`src/rtl/serial_debug_node.sv`:
```
// Store-and-forward node on the serial debug chain: receives a BITS+16 frame,
// performs the addressed write/read locally, then retransmits it downstream.
module serial_debug_node #(
    parameter int unsigned BITS      = 128,
    parameter logic [14:0] NODE_ADDR = 15'h0001,
    parameter int unsigned ENABLE    = 1
) (
    input  logic            clk,
    input  logic            rst,
    input  logic [7:0]      prescaler,
    input  logic            debug_rx_data,
    input  logic            debug_rx_clk,
    output logic            debug_tx_data,
    output logic            debug_tx_clk,
    input  logic [BITS-1:0] debug_in,
    output logic [BITS-1:0] debug_out,
    output logic            debug_out_valid,
    output logic            debug_in_strobe,
    output logic            overrun
);
    localparam int unsigned F     = BITS + 16;
    localparam int unsigned CNT_W = $clog2(F + 1);
    localparam logic [14:0] BCAST = 15'h7FFF;

    typedef enum logic [1:0] {S_RX, S_DECODE, S_TX_LOW, S_TX_HIGH} state_t;

    state_t            state_q, state_d;
    logic [3:0]        clk_pipe_q;
    logic [2:0]        data_pipe_q;
    logic [F-1:0]      frame_q, frame_d;
    logic [CNT_W-1:0]  bitcnt_q, bitcnt_d;
    logic [7:0]        pcnt_q, pcnt_d;
    logic              tx_clk_q, tx_clk_d;
    logic              tx_data_q, tx_data_d;
    logic [BITS-1:0]   out_q, out_d;
    logic              out_vld_q, out_vld_d;
    logic              strobe_q, strobe_d;
    logic              overrun_q, overrun_d;

    logic              rx_rise;
    logic              rx_bit;
    logic [7:0]        p_val;
    logic              dir;
    logic [14:0]       addr;

    assign rx_rise = ~clk_pipe_q[3] & clk_pipe_q[2];
    assign rx_bit  = data_pipe_q[2];
    assign p_val   = (prescaler == 8'd0) ? 8'd1 : prescaler;
    assign dir     = frame_q[F-1];
    assign addr    = frame_q[F-2 -: 15];

    always_comb begin
        state_d   = state_q;
        frame_d   = frame_q;
        bitcnt_d  = bitcnt_q;
        pcnt_d    = pcnt_q;
        tx_clk_d  = tx_clk_q;
        tx_data_d = tx_data_q;
        out_d     = out_q;
        out_vld_d = 1'b0;
        strobe_d  = 1'b0;
        // Edges arriving while busy are dropped; only the sticky flag records them.
        overrun_d = overrun_q | (rx_rise && (state_q != S_RX));
        case (state_q)
            S_RX: begin
                if (rx_rise) begin
                    frame_d  = {frame_q[F-2:0], rx_bit};
                    bitcnt_d = bitcnt_q + 1'b1;
                    if (bitcnt_q == CNT_W'(F - 1)) begin
                        state_d = S_DECODE;
                    end
                end
            end
            S_DECODE: begin
                if (dir && ((addr == NODE_ADDR) || (addr == BCAST))) begin
                    out_d     = frame_q[BITS-1:0];
                    out_vld_d = 1'b1;
                end
                if (!dir && (addr == NODE_ADDR)) begin
                    frame_d[BITS-1:0] = debug_in;
                    strobe_d          = 1'b1;
                end
                bitcnt_d  = CNT_W'(F);
                pcnt_d    = p_val;
                tx_clk_d  = 1'b0;
                tx_data_d = frame_q[F-1];
                state_d   = S_TX_LOW;
            end
            S_TX_LOW: begin
                if (pcnt_q <= 8'd1) begin
                    pcnt_d   = p_val;
                    tx_clk_d = 1'b1;
                    state_d  = S_TX_HIGH;
                end else begin
                    pcnt_d = pcnt_q - 8'd1;
                end
            end
            S_TX_HIGH: begin
                if (pcnt_q <= 8'd1) begin
                    frame_d  = {frame_q[F-2:0], 1'b0};
                    bitcnt_d = bitcnt_q - 1'b1;
                    if (bitcnt_q == CNT_W'(1)) begin
                        state_d = S_RX;
                    end else begin
                        tx_clk_d  = 1'b0;
                        tx_data_d = frame_q[F-2];
                        pcnt_d    = p_val;
                        state_d   = S_TX_LOW;
                    end
                end else begin
                    pcnt_d = pcnt_q - 8'd1;
                end
            end
            default: state_d = S_RX;
        endcase
    end

    always_ff @(posedge clk) begin
        if (rst) begin
            state_q     <= S_RX;
            clk_pipe_q  <= 4'hF;
            data_pipe_q <= 3'b000;
            bitcnt_q    <= '0;
            pcnt_q      <= 8'd0;
            tx_clk_q    <= 1'b1;
            tx_data_q   <= 1'b0;
            out_q       <= '0;
            out_vld_q   <= 1'b0;
            strobe_q    <= 1'b0;
            overrun_q   <= 1'b0;
        end else begin
            state_q     <= state_d;
            clk_pipe_q  <= {clk_pipe_q[2:0], debug_rx_clk};
            data_pipe_q <= {data_pipe_q[1:0], debug_rx_data};
            bitcnt_q    <= bitcnt_d;
            pcnt_q      <= pcnt_d;
            tx_clk_q    <= tx_clk_d;
            tx_data_q   <= tx_data_d;
            out_q       <= out_d;
            out_vld_q   <= out_vld_d;
            strobe_q    <= strobe_d;
            overrun_q   <= overrun_d;
        end
    end

    // The frame is fully rewritten by every reception, so it needs no reset.
    always_ff @(posedge clk) begin
        frame_q <= frame_d;
    end

    assign debug_tx_clk    = (ENABLE != 0) ? tx_clk_q  : debug_rx_clk;
    assign debug_tx_data   = (ENABLE != 0) ? tx_data_q : debug_rx_data;
    assign debug_out       = (ENABLE != 0) ? out_q     : '0;
    assign debug_out_valid = (ENABLE != 0) ? out_vld_q : 1'b0;
    assign debug_in_strobe = (ENABLE != 0) ? strobe_q  : 1'b0;
    assign overrun         = (ENABLE != 0) ? overrun_q : 1'b0;
endmodule

```
`config.mk`:
```
export PLATFORM = sky130hd
export DESIGN_NAME = serial_debug_node
export DESIGN_NICKNAME = d
export VERILOG_FILES = /design/src/rtl/serial_debug_node.sv
export SDC_FILE = /design/constraint.sdc
export NUM_CORES = 1
export LEC_CHECK = 0
export BUFFER_PORTS_ARGS = -buffer_cell sky130_fd_sc_hd__buf_2
export CAP_MARGIN = 20
export CORE_MARGIN = 1
export CORE_UTILIZATION = 54
export DETAILED_ROUTE_END_ITERATION = 10
export PLACE_DENSITY = 0.87
export SLEW_MARGIN = 30
export SYNTH_ARGS = -nofsm -noshare
export SYNTH_HDL_FRONTEND = slang
export SYNTH_SLANG_ARGS = --single-unit
```
`constraint.sdc`:
```
create_clock -name clk -period 8.3 [get_ports clk]
set_input_delay 0.83 -clock clk [delete_from_list [all_inputs] [get_ports clk]]
set_output_delay 0.83 -clock clk [all_outputs]
set_load 0.02 [all_outputs]
```
==> results.cfg <==
[clock_network]
hold_buffers = 0
postCtsSetupRepairBufs = 0
clockBufferDepth = 3
h-tree-depth = 1
cts_tree = built
cts-resized-gates = 0
cts_root_buf = clkbuf_16
numCtsBuffers = 31
clkLatencyLatePin_ns = 0.55
clk_pin_slew_ns = 0.06
clock_sinks = 302

[global_routing]
grt_util_met3_pct = 5.78
grt_first_pass_wirelength_mm = 47.4
antenna_found_initial = 2
busiest_layer = met2
met1_usage_pct = 34.1
grt_pass1_vias = 9601
grt-ovfl-total = 0
met2_usage_pct = 42.6
grt_max_degree = 108
grt.total_usage_pct = 26.1

[setup_path]
rr_worst_depth = 7
timing.critical_path.to = debug_out[33]$_SDFFE_PP0P_
crit_chain = inv_1, nand2_4, buf_6, a211o_4, buf_6, nand2_1, a21oi_1
crit_arrival_ns = 3.77
cpMaxStageDelayCell = buf_6
slowest_delay_ns = 0.67
crit_type = reg2reg
r2r_end = debug_out[33]$_SDFFE_PP0P_
path_common_cell = buf_6
worstPathRequired_ns = 8.77
path_max_fanout = 107
startpoint_type = register
cp-end-kind = register
startpoint = state_q[1]$_SDFFE_PP0P_
rr_startpoint = state_q[1]$_SDFFE_PP0P_
r2r_setup_slack_ns = 5.00

[sta]
fin_tns_setup_ns = 0
slew-limit-headroom_pct = 38.4
period_needed_ns = 3.30
timing.final.crit_share_pct = 39.7
worst_slack_ns = 5.00
rsz0062_at_grt = false
setup_viol = 0
worst_pin_slew_ns = 0.924
clock.fmax_ghz = 0.303
slew_violations = 0
hold_violations = 0
fin_skew_ns = 0.0101

[placed_design]
io_buffers = 272
dpl.hpwl_mm = 19.2
gp_congestion = 0.831
dp.cells = 1819
placed_area_sq_mm = 0.0135
dp_slack_ns = 4.96

[route]
viasPerCell = 5.44
drtAntennaViolNets = 0
via_count = 10200
drc = 0
wl_per_cell_microns = 16.2
first_iter_violations = 888
wl_mm = 30.5
first_pass_iters = 5

[pwr]
swShare_pct = 20.7
finalPower_uw = 3000
power_density_mw_per_mm2 = 206
seq_power_share_pct = 52.2
power.leakage_uw = 0.00611
pwr-share-clk_pct = 45.4
power_switching_uw = 622
vdd.ir_drop.worst_mv = 0.165
p_comb_share_pct = 2.4
internal-power_uw = 2380

[status]
status = finished, final reports clean

[synthesis]
yosysWarnings = 0
synth-edff-count = 144
synth_cell_type_count = 49
synth_seq_area_share_pct = 62.3
synth.ff_latch_count = 302
synth_cells = 1338
syn_nets = 1483
syn-mean-instance-area_sq_um = 8.98
synth_top_area_share_pct = 36.0
async_flop_share_pct = 0
synth_commonest_cells = nand2_1, dfxtp_1, a21oi_1
post-synth-top-count-cell = nand2_1
yosysTopAreaCell = edfxtp_1
ys.flop_type = dfxtp_1
synth.area.top_cells = edfxtp_1, dfxtp_1, nand2_1
syn-cell-area_sq_mm = 0.0120

[cells_and_area]
syn_to_final_growth_pct = 21.1
nFillCells = 1699
drive_gt1_share_pct = 22.4
final-instance-count-excl-fill = 1879
final_nets = 1717
fin_area_sq_mm = 0.0145

[die]
chipWidth_microns = 151
core_area_sq_mm = 0.0218
initial_core_util_pct = 55.0
io_pins = 273
rows = 54
die_area_sq_mm = 0.0228
die_h_microns = 151

[job]
cap_viol_max_count = 0

[worst_hold_path]
worstHoldPathType = reg2reg
flip-flops by register name, indices dropped and copies added, names as in the netlist:
signal	cells
bitcnt_q	8
clk_pipe_q	4
data_pipe_q	3
debug_in_strobe	1
debug_out	128
debug_out_valid	1
debug_tx_clk	1
debug_tx_data	1
frame_q	144
overrun	1
pcnt_q	8
state_q	2
power groups by stage:
stage	combinational [uW]	sequential [uW]	clock, uW
final	70.9	1570	1360
after global routing	76.8	1570	1430
after CTS	70.0	1570	1380
after detailed placement	69.4	1600	0
after global placement	69.4	1600	0
after floorplan	27.8	1600	0
cell usage in the layout (no fill, tap or decap), types with 3 or more instances in the layout:
| master | Yosys | routed |
|---|---|---|
| a211oi_1 | 6 | 5 |
| a21oi_1 | 147 | 147 |
| a31oi_1 | 4 | 4 |
| and2_1 | 3 | 3 |
| buf_2 | 16 | 271 |
| buf_4 | 0 | 7 |
| buf_6 | 1 | 4 |
| clkbuf_1 | 63 | 6 |
| clkbuf_16 | 0 | 32 |
| clkinv_2 | 0 | 11 |
| clkinvlp_4 | 0 | 4 |
| dfxtp_1 | 158 | 158 |
| edfxtp_1 | 144 | 144 |
| ha_1 | 5 | 5 |
| inv_1 | 10 | 10 |
| mux2i_1 | 3 | 3 |
| nand2_1 | 652 | 651 |
| nand2b_1 | 3 | 3 |
| nand3_1 | 8 | 8 |
| nand4_1 | 6 | 6 |
| nor2_1 | 23 | 20 |
| nor2b_1 | 5 | 5 |
| nor3_1 | 10 | 10 |
| nor3b_1 | 3 | 3 |
| nor4_1 | 7 | 7 |
| o21ai_0 | 13 | 13 |
| o22ai_1 | 3 | 3 |
| or2_2 | 7 | 7 |
| or3_1 | 3 | 3 |
metrics by stage:
stage                     util (%)  hold WS [ns]
after floorplan                  -         0.389
after detailed placement      62.0         0.401
final                         66.6         0.415
after global placement        61.9         0.409
after global routing          66.6         0.438
after CTS                     66.6         0.419
critical path: cells and delay by family, from the launching register on:
| kind | cells | cell delay [ns] |
|---|---|---|
| AO/OA/AOI/OAI | 2 | 0.49 |
| buffers and inverters | 3 | 1.47 |
| flip-flops | 1 | 0.60 |
| AND/OR/NAND/NOR | 2 | 0.47 |
logic make-up (layout without fill, tap and decap cells):
| group | after synthesis | count (layout) | synth area share, % |
|---|---|---|---|
| simple gates | 739 | 739 | 24.4 |
| xor+xnor | 1 | 1 | 0.0729 |
| flops | 302 | 302 | 62.3 |
| other cells | 0 | 2 | 0 |
| compound gates | 195 | 195 | 9.12 |
| mux | 5 | 5 | 0.438 |
| fa+ha+maj | 5 | 5 | 0.521 |
| buf+inv | 91 | 350 | 3.07 |
worst min path at each step:
stage,start,end,slack [ns],cells after the start
after floorplan,clk_pipe_q[0]$_SDFF_PP1_,clk_pipe_q[1]$_SDFF_PP1_,0.39,1
after global placement,clk_pipe_q[1]$_SDFF_PP1_,clk_pipe_q[2]$_SDFF_PP1_,0.41,1
after detailed placement,clk_pipe_q[1]$_SDFF_PP1_,clk_pipe_q[2]$_SDFF_PP1_,0.40,1
after CTS,clk_pipe_q[1]$_SDFF_PP1_,clk_pipe_q[2]$_SDFF_PP1_,0.42,1
after global routing,clk_pipe_q[1]$_SDFF_PP1_,clk_pipe_q[2]$_SDFF_PP1_,0.44,1
final,clk_pipe_q[1]$_SDFF_PP1_,clk_pipe_q[2]$_SDFF_PP1_,0.41,1
per-layer routing:
layer	part of all wire, %	up-vias
met1	41	4811
met5	0.043	-
met2	48	452
met3	8.2	71
li1	-	4887
met4	3.0	2
layout make-up:
class,instances,area (sq um),share of cell area [%]
timing repair buffer,282,1450,10.0
antenna,2,5.00,0.0344
tap,280,350,2.41
clock inverter,18,154,1.06
sequential,302,7490,51.5
inverter,10,37.5,0.258
clock buffer,40,851,5.85
multi-input combinational,945,4200,28.9
Power figures use the tool's default switching activity.
